===== src/rtl/dm_arbiter.sv =====
// Two-port round-robin arbiter/sequencer in front of the single-ported data memory.
// Define DM_ARB_STATS_EN to add per-port completion and conflict counters.
module dm_arbiter #(
  parameter int ADDR_WIDTH   = 16,
  parameter int DATA_WIDTH   = 32,
  parameter int DRAIN_CYCLES = 2
) (
  input  logic                  clk,
  input  logic                  rst,
  input  logic                  p0_enable,
  input  logic                  p0_write,
  input  logic [ADDR_WIDTH-1:0] p0_address,
  input  logic [DATA_WIDTH-1:0] p0_wdata,
  output logic                  p0_stall,
  output logic [DATA_WIDTH-1:0] p0_rdata,
  input  logic                  p1_enable,
  input  logic                  p1_write,
  input  logic [ADDR_WIDTH-1:0] p1_address,
  input  logic [DATA_WIDTH-1:0] p1_wdata,
  output logic                  p1_stall,
  output logic [DATA_WIDTH-1:0] p1_rdata,
  output logic                  dm_enable,
  output logic                  dm_write,
  output logic [ADDR_WIDTH-1:0] dm_address,
  output logic [DATA_WIDTH-1:0] dm_in,
  input  logic                  dm_stall,
  input  logic [DATA_WIDTH-1:0] dm_out
`ifdef DM_ARB_STATS_EN
  ,
  output logic [31:0]           p0_count,
  output logic [31:0]           p1_count,
  output logic [31:0]           conflict_count
`endif
);

  typedef enum logic [1:0] {IDLE, GRANT0, GRANT1, DRAIN} state_t;

  localparam int CW = (DRAIN_CYCLES > 0) ? $clog2(DRAIN_CYCLES + 1) : 1;

  state_t        state;
  logic          last_grant;  // port that completed most recently
  logic [CW-1:0] drain_cnt;
  logic          done0, done1;

  assign done0 = (state == GRANT0) && p0_enable && !dm_stall;
  assign done1 = (state == GRANT1) && p1_enable && !dm_stall;

  // Read data fans out to both ports; only the granted port's done cycle matters.
  assign p0_rdata = dm_out;
  assign p1_rdata = dm_out;

  // NOTE: every output gets a default before the case so no latch is inferred.
  always_comb begin
    dm_enable  = 1'b0;
    dm_write   = 1'b0;
    dm_address = '0;
    dm_in      = '0;
    p0_stall   = p0_enable;
    p1_stall   = p1_enable;
    case (state)
      GRANT0: begin
        dm_enable  = p0_enable;
        dm_write   = p0_enable & p0_write;
        dm_address = p0_address;
        dm_in      = p0_wdata;
        p0_stall   = dm_stall;
      end
      GRANT1: begin
        dm_enable  = p1_enable;
        dm_write   = p1_enable & p1_write;
        dm_address = p1_address;
        dm_in      = p1_wdata;
        p1_stall   = dm_stall;
      end
      default: ;
    endcase
  end

  // NOTE: reset is synchronous here; the DM shares it, so no drain is needed after it.
  always_ff @(posedge clk) begin
    if (rst) begin
      state      <= IDLE;
      last_grant <= 1'b1;
      drain_cnt  <= '0;
    end else begin
      case (state)
        IDLE: begin
          if (p0_enable && p1_enable) state <= last_grant ? GRANT0 : GRANT1;
          else if (p0_enable)         state <= GRANT0;
          else if (p1_enable)         state <= GRANT1;
        end
        GRANT0, GRANT1: begin
          if ((state == GRANT0) ? !p0_enable : !p1_enable) begin
            // Abort: the DM's internal sequence needs time to settle before reuse.
            drain_cnt <= CW'(DRAIN_CYCLES);
            state     <= (DRAIN_CYCLES > 0) ? DRAIN : IDLE;
          end else if (!dm_stall) begin
            last_grant <= (state == GRANT1);
            state      <= IDLE;
          end
        end
        DRAIN: begin
          if (drain_cnt <= CW'(1)) state <= IDLE;
          if (drain_cnt != '0) drain_cnt <= drain_cnt - CW'(1);
        end
        default: state <= IDLE;
      endcase
    end
  end

`ifdef DM_ARB_STATS_EN
  always_ff @(posedge clk) begin
    if (rst) begin
      p0_count       <= '0;
      p1_count       <= '0;
      conflict_count <= '0;
    end else begin
      if (done0 && p0_count != '1) p0_count <= p0_count + 32'd1;
      if (done1 && p1_count != '1) p1_count <= p1_count + 32'd1;
      if (state == IDLE && p0_enable && p1_enable && conflict_count != '1)
        conflict_count <= conflict_count + 32'd1;
    end
  end
`endif

endmodule

===== config.mk =====
export PLATFORM = sky130hd
export DESIGN_NAME = dm_arbiter
export DESIGN_NICKNAME = d
export VERILOG_FILES = /design/src/rtl/dm_arbiter.sv
export SDC_FILE = /design/constraint.sdc
export NUM_CORES = 1
export LEC_CHECK = 0
export CAP_MARGIN = 20
export CORE_AREA = 4 4 94 96
export CTS_BUF_LIST = sky130_fd_sc_hd__clkbuf_8
export CTS_CLUSTER_SIZE = 8
export DETAILED_ROUTE_END_ITERATION = 16
export DIE_AREA = 0 0 98 100
export GPL_TIMING_DRIVEN = 0
export PLACE_DENSITY = 0.75
export SLEW_MARGIN = 30
export SYNTH_ARGS = -nofsm -noshare
export SYNTH_HDL_FRONTEND = slang
export SYNTH_SLANG_ARGS = --single-unit

===== constraint.sdc =====
create_clock -name clk -period 6.1 [get_ports clk]
set_input_delay 1.83 -clock clk [delete_from_list [all_inputs] [get_ports clk]]
set_output_delay 1.83 -clock clk [all_outputs]
set_load 0.02 [all_outputs]

* After elaboration in Yosys (flattened, before gate mapping)
Index checks and enable logic that the tools add are counted.
Word-level totals: output and inout port bits 116, word-level logic and storage cells 45, register bits 5
Cells by class: bitwise logic cells 4, $lt $le $gt $ge 1, $add $sub $neg 1, reduce and logical (&&, ||, !) cells 10, muxes and demuxes 18, equality and inequality tests 8
Operators with widths (count):
- one-hot mux 32 bit (2 select lines) | 1
- one-hot mux 16 bit (2 select lines) | 1
- two-way mux 2 bit | 9
- AND reduction 3 bit | 3
- inequality test 2 bit (second input constant) | 3
- one-hot mux 2 bit (3 select lines) | 1
- == test 2 bit (second input constant) | 2
- inequality test 4 bit (second input constant) | 1
- one-hot mux 1 bit (2 select lines) | 2
- one-hot mux 2 bit (2 select lines) | 1
- nonzero test 2 bit | 2
- two-way mux 1 bit | 3
- inequality test 3 bit (second input constant) | 1
- bitwise AND 1 bit | 2
- == test 2 x 1 -> 1 bit (second input constant) | 1
- <= comparator 2 x 1 -> 1 bit (second input constant) | 1
- logical NOT 1 bit | 2
- logical NOT 2 bit | 1
- NOT 1 bit | 2
- OR reduction 2 bit | 1
- subtractor 2 x 1 -> 2 bit (second input constant) | 1
- logical AND 1 bit | 1

* Depth between registers and ports, before layout
Gate-level depths: netlist of run 1.
word-level depth 4, gate-level depth with buffers 6, gate-level depth less buffers 6

* Worst setup path before layout of run 1
Ideal clock, no wire load.
path type input-to-output, from in p0_enable, to out dm_write, required time 4270 ps, setup slack 1782 ps, buffers on the path 1, stages on the path 3, arrival 2488 ps, cell sequence buf_6 > nand3_1 > a21boi_0
On the way: longest elaborated chain between the ends 2
Ends and longest elaborated chain:
- start: declaration | RTL line 10 | input logic p0_enable,
- bitwise AND 1 bit | RTL line 63 | dm_write = p0_enable & p0_write;
- one-hot mux 1 bit (2 select lines) | RTL line 60 | case (state)
- end: declaration | RTL line 23 | output logic dm_write,
No other way between the ends.

* Worst setup path after layout of run 1
from in p1_enable, to out dm_write
On the way: longest elaborated chain between the ends 2
Ends and longest elaborated chain:
- start: declaration | RTL line 16 | input logic p1_enable,
- bitwise AND 1 bit | RTL line 70 | dm_write = p1_enable & p1_write;
- one-hot mux 1 bit (2 select lines) | RTL line 60
No other way between the ends.

==> impl_metrics.csv, run 1 <==
group,metric,value,unit
logic_synthesis,syn_area,0.001710,mm^2
routing,ant_nets,0,
place,gp_congestion,0.8698,
sta,fin_setup_tns,0,ns
clock_tree,ctsRootBufferMaster,"clkbuf_8",
worst_hold_path,min_from,"last_grant",
critical_path,worstSetupStartpoint,"p1_enable",
logic_synthesis,yosysSeqAreaShare,0.05852,
logic_synthesis,synth_area_per_cell,7.404,um^2
critical_path,worstSetupPathType,"in2out",
floorplan,die_h,100,um
sta,rsz0062_at_grt,"no",
sta,setup_ws,0.8299,ns
place,pre_cts_ws,0.8064,ns
sta,setup_viol,0,
pwr,total_power,0.001305,W
clock_tree,cts_hold_buffers,0,
clock_tree,cts_buffer_depth,2,
place,io_buffer_count,217,
logic_synthesis,synth_top_cell_by_area,"buf_4",
sta,final.min_clock_period,5.270,ns
sta,max_freq,0.1897,GHz
sta,max_slew.worst_pin.slew,0.5158,ns
clock_tree,ctsResizeCount,0,
worst_hold_path,hold_path.class,"reg2reg",
routing,viasPerCell,4.275,
clock_tree,cts-htree-levels,1,
critical_path,crit_path_end_kind,"primary output",
logic_synthesis,yosys.area.top_type_share,0.2809,
clock_tree,insertion_delay,0.23,ns
logic_synthesis,ys_ff_latch,5,
job,cap_viol_max_count,0,
critical_path,cp.arrival,3.44,ns
floorplan,io_pins,251,
sta,hold_viol,0,
critical_path,required,4.27,ns
global_route,grt_pass1_vias,2447,
finish,syn_to_final_growth,137.3,%
sta,skew,0.002858,ns
floorplan,num_rows,33,
global_route,grt_usage,0.1556,
clock_tree,clock-sinks,5,
routing,num_vias,2381,
routing,drt_first_iter_violations,45,
floorplan,coreArea,0.008051,mm^2
floorplan,dieArea,0.009800,mm^2
clock_tree,post_cts_buffers,0,
finish,fin_area,0.004059,mm^2
clock_tree,cts_tree,"done",
run_status,status,"complete, no violations",
logic_synthesis,synthCells,231,
finish,finalNetCount,596,
logic_synthesis,syn_nets,374,
place,placed_area,0.004014,mm^2
routing,wire_per_inst,15.15,um
finish,num_antenna_cells,0,
global_route,gr-total-overflow,0,
logic_synthesis,synth.area.top_cells,"buf_4, a22oi_1, nor2b_1, dfxtp_1, ha_1",
pwr,powerDensity,321.5,mW/mm^2
finish,final_util,0.5041,
global_route,grt_start_max_net_pins,11,
clock_tree,clkTransAtPathRegs,0.04,ns
sta,slew_viol_final,0,
critical_path,cp-start-kind,"input pin",
clock_tree,cts_made_buffers,3,
routing,drc_errors,0,
critical_path,path_max_fanout,8,
routing,wl,8.438,mm
logic_synthesis,yosysWarnings,0,
pwr,vdd_drop_max,0.0002662,V
logic_synthesis,synth_cell_types,26,
pwr,p_leak,1.514,nW
place,dp_hpwl,7.342,mm
sta,post-route-period-util,0.8640,
floorplan,die_x,98,um
global_route,grt_pass1_wl,12.55,mm
global_route,grt_antenna_before_repair,1,
finish,layout-drive-gt1-share,0.1681,
routing,drt_pre_antenna_iters,4,
floorplan,initial_core_util,0.2124,
sta,relSlewSlack,0.6561,
critical_path,r2r-start,"state[1]",
[synthesized netlist by cell type, drive strengths merged]
cell type  number
nand3b          1
nand2b          4
nand3           3
nand2           1
clkbuf         17
mux2i           2
mux2            4
nor2            3
a311oi          3
a22oi          51
a21oi           2
a21boi          1
dfxtp           5
o31ai           1
o22ai           1
or2b            1
buf            66
a32oi           2
inv             5
ha              8
nor2b          50
[flip-flops by register name, indices dropped and copies added, names as in the netlist]
name        count
last_grant      1
drain_cnt       2
state           2
[cell families (layout without fill, tap and decap cells)]
group | count (synthesis) | after routing | synth area share
compound gates | 61 | 61 | 0.2795
mux | 6 | 6 | 0.04023
flops | 5 | 5 | 0.05852
simple gates | 63 | 63 | 0.2246
fa+ha+maj | 8 | 8 | 0.05852
buf+inv | 88 | 309 | 0.3387
[through the flow]
step / hold WS, ns / std cells
after floorplan: 0.4394 / 231
after global placement: 0.4574 / 553
after detailed placement: 0.4611 / 553
after CTS: 0.4704 / 557
after global routing: 0.5048 / 557
final: 0.4688 / 557
[cell type report]
class	instances	area, um^2
Sequential cell	5	100.1
Clock buffer	3	41.29
Inverter	5	18.77
Buffer	83	560.5
Tap cell	105	131.4
Multi-Input combinational cell	138	1031
Clock inverter	1	3.754
Timing Repair Buffer	217	2172
Fill cell	788	3993
[cells in the final DEF, fill, tap and decap left out, types with 3 or more instances in the layout]
| cell type | count |
|---|---|
| a22oi_1 | 50 |
| buf_4 | 64 |
| clkbuf_1 | 17 |
| clkbuf_8 | 3 |
| clkdlybuf4s50_1 | 217 |
| dfxtp_1 | 5 |
| ha_1 | 8 |
| inv_1 | 6 |
| mux2_2 | 3 |
| nand2b_1 | 4 |
| nand3_1 | 3 |
| nor2_1 | 3 |
| nor2b_1 | 50 |
[worst max-delay path, cell delays in order]
cell	delay, ns
clkdlybuf4s50_1	0.64
nand3_1	0.11
a21boi_0	0.19
clkdlybuf4s50_1	0.66
[worst paths after layout]
path | end | slack, ns | cells past startpoint
worst max-delay path | dm_write | 0.83 | 4
worst min register to register | last_grant | 0.47 | 2
worst min-delay path | last_grant | 0.47 | 2
worst max register to register | state[1] | 4.39 | 6
[layer usage]
layer	routed length, um	global-route usage	vias up
li1	-	-	1184
met1	3157	0.1686	1066
met2	4562	0.3115	121
met3	649	0.03683	8
met4	55	0.02023	2
met5	13	0	-
[power breakdown]
group | total [W] | switching (W) | internal [W]
Combinational | 0.00119 | 0.000602 | 0.000583
Clock | 0.0000621 | 0.0000187 | 0.0000434
Sequential | 0.0000575 | 0.0000124 | 0.0000452
(Power assumes the default switching activity.)
==> run 2: changes to the inputs <==
CTS_BUF_LIST = sky130_fd_sc_hd__clkbuf_2   (was sky130_fd_sc_hd__clkbuf_8)
==> impl_metrics.csv, run 2 (synthesized netlist as in run 1, its figures left out) <==
group,metric,value,unit
floorplan,coreArea,0.008051,mm^2
routing,viasPerCell,4.278,
global_route,grt_usage,0.1546,
critical_path,cp-start-kind,"input pin",
worst_hold_path,holdPathStages,2,
pwr,p_seq_frac,0.045,
run_status,status,"complete, no violations",
pwr,internal-power,0.0006455,W
critical_path,worstSetupPathType,"in2out",
critical_path,path_max_fanout,8,
routing,drc_errors,0,
floorplan,io_pins,251,
sta,fin_setup_tns,0,ns
global_route,grt_antenna_before_repair,1,
pwr,p_sw_frac,0.4942,
clock_tree,ctsResizeCount,0,
worst_hold_path,whs_endpoint,"last_grant",
critical_path,r2r-start,"state[1]",
global_route,gr-total-overflow,0,
clock_tree,cts_made_buffers,3,
clock_tree,cts_tree,"done",
sta,max_slew.worst_pin.slew,0.5206,ns
clock_tree,ctsRootBufferMaster,"clkbuf_2",
floorplan,dieArea,0.009800,mm^2
clock_tree,clock-sinks,5,
critical_path,reg2reg_setup_slack,4.38,ns
finish,final_common_cell,"clkdlybuf4s50_1",
finish,final.fill_count,790,
critical_path,crit_path_end_kind,"primary output",
floorplan,initial_core_util,0.2124,
floorplan,die_h,100,um
pwr,p_leak,1.503,nW
sta,post-route-period-util,0.8636,
routing,num_vias,2383,
routing,wire_per_inst,15.10,um
finish,final_util,0.5010,
sta,setup_viol,0,
finish,syn_to_final_growth,135.8,%
pwr,p_switching,0.0006307,W
clock_tree,insertion_delay,0.24,ns
critical_path,cp.arrival,3.44,ns
finish,finalNetCount,596,
global_route,grt_pass1_wl,12.52,mm
sta,max_freq,0.1898,GHz
place,dp_hpwl,7.342,mm
pwr,vdd_drop_max,0.0002545,V
sta,final.min_clock_period,5.268,ns
finish,final_cell_mix,"clkdlybuf4s50_1, buf_4, a22oi_1, nor2b_1, clkbuf_1",
critical_path,required,4.27,ns
pwr,power.combinational.fraction,0.929,
routing,wl,8.413,mm
global_route,grt_start_max_net_pins,11,
worst_hold_path,hold_path.class,"reg2reg",
worst_hold_path,min_from,"last_grant",
routing,drt_pre_antenna_iters,4,
floorplan,num_rows,33,
job,cap_viol_max_count,0,
clock_tree,clkTransAtPathRegs,0.06,ns
clock_tree,cts-htree-levels,1,
clock_tree,cts_buffer_depth,2,
critical_path,reg2reg_depth,6,
clock_tree,post_cts_buffers,0,
sta,slew_viol_final,0,
critical_path,r2r-end,"drain_cnt[0]",
place,io_buffer_count,217,
pwr,powerDensity,316.4,mW/mm^2
floorplan,die_x,98,um
sta,relSlewSlack,0.6529,
finish,num_antenna_cells,0,
pwr,p_clk_frac,0.026,
sta,hold_viol,0,
sta,skew,0.01175,ns
routing,drt_first_iter_violations,68,
routing,ant_nets,0,
sta,rsz0062_at_grt,"no",
place,gp_congestion,0.8698,
finish,layout-drive-gt1-share,0.1704,
global_route,grt_pass1_vias,2442,
sta,hold_slack,0.4736,ns
clock_tree,cts_hold_buffers,0,
finish,reg_top3,"drain_cnt (2), state (2), last_grant (1)",
## run 2: area by class of cell
| class | count | area, um^2 | area share |
|---|---|---|---|
| Clock buffer | 4 | 20.02 | 0.004963 |
| Tap cell | 105 | 131.4 | 0.03257 |
| Sequential cell | 5 | 100.1 | 0.02481 |
| Buffer | 83 | 560.5 | 0.1390 |
| Timing Repair Buffer | 217 | 2172 | 0.5385 |
| Inverter | 5 | 18.77 | 0.004653 |
| Multi-Input combinational cell | 138 | 1031 | 0.2556 |
## run 2: metal layers
metal / GRT usage / wire length (um)
met5: 0 / 13
met4: 0.01384 / 53
met3: 0.03683 / 632
met2: 0.3115 / 4547
met1: 0.1681 / 3166
## run 2: how the worst max path moves through the flow
stage	startpoint	slack, ns	to	depth (start not counted)
after floorplan	p0_enable	1.78	dm_write	3
after global placement	p1_enable	0.79	dm_write	4
after detailed placement	p1_enable	0.81	dm_write	4
after CTS	p1_enable	0.80	dm_write	4
after global routing	p1_enable	0.72	dm_write	4
final	p1_enable	0.83	dm_write	4
## run 2: power by group through the flow
stage | combinational (W) | clock [W] | sequential (W)
3_5_place_dp | 0.00120 | 0 | 0.0000581
5_1_grt | 0.00128 | 0.0000367 | 0.0000588
3_3_place_gp | 0.00118 | 0 | 0.0000568
6_report | 0.00119 | 0.0000336 | 0.0000572
4_1_cts | 0.00120 | 0.0000335 | 0.0000573
2_1_floorplan | 0.000730 | 0 | 0.0000545
## run 2: worst max-delay path: stages
cell and delay [ns]:
clkdlybuf4s50_1 0.64, nand3_1 0.11, a21boi_0 0.19, clkdlybuf4s50_1 0.66
## run 2: per-stage QoR
stage          setup WS (ns)  total power (W)  cells  instance area [um^2]
6_report              0.8323         0.001276    557                  4034
5_1_grt               0.7182         0.001379    557                  4034
4_1_cts               0.7991         0.001291    557                  4034
3_5_place_dp          0.8064         0.001254    553                  4014
3_3_place_gp          0.7950         0.001240    553                  4014
2_1_floorplan          1.782        0.0007845    231                  1710
==> run 3: changes to the inputs <==
REMOVE_ABC_BUFFERS = 1   (was unset)
==> impl_metrics.csv, run 3 (synthesized netlist as in run 1, its figures left out) <==
group,metric,value,unit
finish,finalNetCount,452,
sta,post-route-period-util,0.8569,
global_route,gr-total-overflow,0,
sta,fin_setup_tns,0,ns
sta,final.min_clock_period,5.227,ns
place,io_buffer_count,154,
clock_tree,cts-htree-levels,1,
job,cap_viol_max_count,0,
run_status,status,"complete, no violations",
clock_tree,ctsResizeCount,0,
critical_path,path_max_fanout,9,
place,dp_hpwl,9.990,mm
sta,skew,0.007158,ns
global_route,grt_usage,0.2177,
critical_path,cp-start-kind,"input pin",
critical_path,cpMostUsedCell,"clkdlybuf4s50_1",
sta,max_freq,0.1913,GHz
pwr,p_leak,0.9384,nW
routing,drt_first_iter_violations,71,
clock_tree,ctsRootBufferMaster,"clkbuf_2",
place,gp_congestion,0.9246,
global_route,grt_antenna_before_repair,8,
critical_path,crit_path_end_kind,"primary output",
sta,max_slew.worst_pin.slew,0.8202,ns
clock_tree,insertion_delay,0.23,ns
critical_path,cp.arrival,3.40,ns
pwr,powerDensity,407.2,mW/mm^2
routing,wl,11.42,mm
sta,relSlewSlack,0.4532,
floorplan,initial_core_util,0.2124,
clock_tree,cts_tree,"done",
clock_tree,cts_buffer_depth,2,
finish,final_common_cell,"clkdlybuf4s50_1",
finish,final_cell_mix,"clkdlybuf4s50_1, a22oi_1, nor2b_1",
routing,drt_pre_antenna_iters,4,
critical_path,cpPeakStageDelay,0.64,ns
routing,drc_errors,0,
routing,num_vias,2038,
sta,rsz0062_at_grt,"no",
clock_tree,cts_hold_buffers,0,
critical_path,r2r-start,"state[0]",
routing,ant_nets,0,
critical_path,path_cells,"clkdlybuf4s50_1, nand3_1, a21boi_0, clkdlybuf4s50_1",
routing,wire_per_inst,27.57,um
floorplan,coreArea,0.008051,mm^2
clock_tree,cts_made_buffers,3,
global_route,grt_pass1_vias,2002,
clock_tree,clock-sinks,5,
sta,slew_viol_final,0,
critical_path,required,4.27,ns
floorplan,die_h,100,um
finish,final.fill_count,832,
global_route,grt_start_max_net_pins,57,
sta,hold_viol,0,
worst_hold_path,min_from,"last_grant",
finish,syn_to_final_growth,70.01,%
sta,setup_viol,0,
critical_path,worstSetupStartpoint,"p0_enable",
finish,reg_top3,"drain_cnt (2), state (2), last_grant (1)",
worst_hold_path,hold_path.class,"reg2reg",
critical_path,worstSetupPathType,"in2out",
pwr,total_power,0.001184,W
pwr,vdd_drop_max,0.0001892,V
clock_tree,post_cts_buffers,0,
floorplan,num_rows,33,
finish,layout-drive-gt1-share,0.05195,
floorplan,dieArea,0.009800,mm^2
routing,viasPerCell,4.923,
critical_path,crit_slowest_cell,"clkdlybuf4s50_1",
global_route,grt_pass1_wl,15.29,mm
floorplan,io_pins,251,
floorplan,die_x,98,um
clock_tree,clkTransAtPathRegs,0.06,ns
==> run 3: layer usage <==
layer	global-route usage	part of all wire	up-vias
met2	0.3686	0.45	226
met1	0.1759	0.29	870
met3	0.2300	0.21	28
met5	0.06154	0.012	-
met4	0.03088	0.037	16
li1	-	-	898
==> run 3: cell type report <==
class                           count  area, um^2  area share
Timing Repair Buffer              156        1597      0.5491
Tap cell                          105       131.4     0.04518
Clock buffer                        4       20.02    0.006885
Multi-Input combinational cell    138        1039      0.3571
Inverter                            5       18.77    0.006454
Sequential cell                     5       100.1     0.03442
Antenna cell                        1       2.502   0.0008606
==> run 3: final timing paths <==
kind,endpoint,slack [ns],depth (start not counted)
worst min-delay path,last_grant,0.49,2
worst min register to register,last_grant,0.49,2
worst max-delay path,dm_write,0.87,4
worst max register to register,drain_cnt[1],3.86,6
==> run 3: power breakdown <==
part / leakage, nW / switching (W) / internal, W / total [W]
clock: 0.0166 / 0.0000146 / 0.0000174 / 0.0000319
combinational: 0.881 / 0.000548 / 0.000546 / 0.00109
sequential: 0.0412 / 0.0000130 / 0.0000450 / 0.0000580
total: 0.938 / 0.000576 / 0.000608 / 0.00118
==> run 3: worst max-delay path, delay by kind of cell <==
kind	cells	cell delay, ns
AO/OA/AOI/OAI	1	0.18
AND/OR/NAND/NOR	1	0.11
buffers and inverters	2	1.28
==> run 3: stage by stage <==
| stage | util | hold WS [ns] | instance area (um^2) | instances | setup WS [ns] |
|---|---|---|---|---|---|
| floorplan | - | 0.4394 | 1150 | 148 | 1.812 |
| global placement | 0.3506 | 0.4630 | 2823 | 407 | 0.8565 |
| detailed placement | 0.3584 | 0.4771 | 2885 | 409 | 0.8598 |
| CTS | 0.3608 | 0.4948 | 2905 | 413 | 0.8646 |
| global route | 0.3612 | 0.5502 | 2908 | 414 | 0.7237 |
| finish | 0.3612 | 0.4895 | 2908 | 414 | 0.8730 |
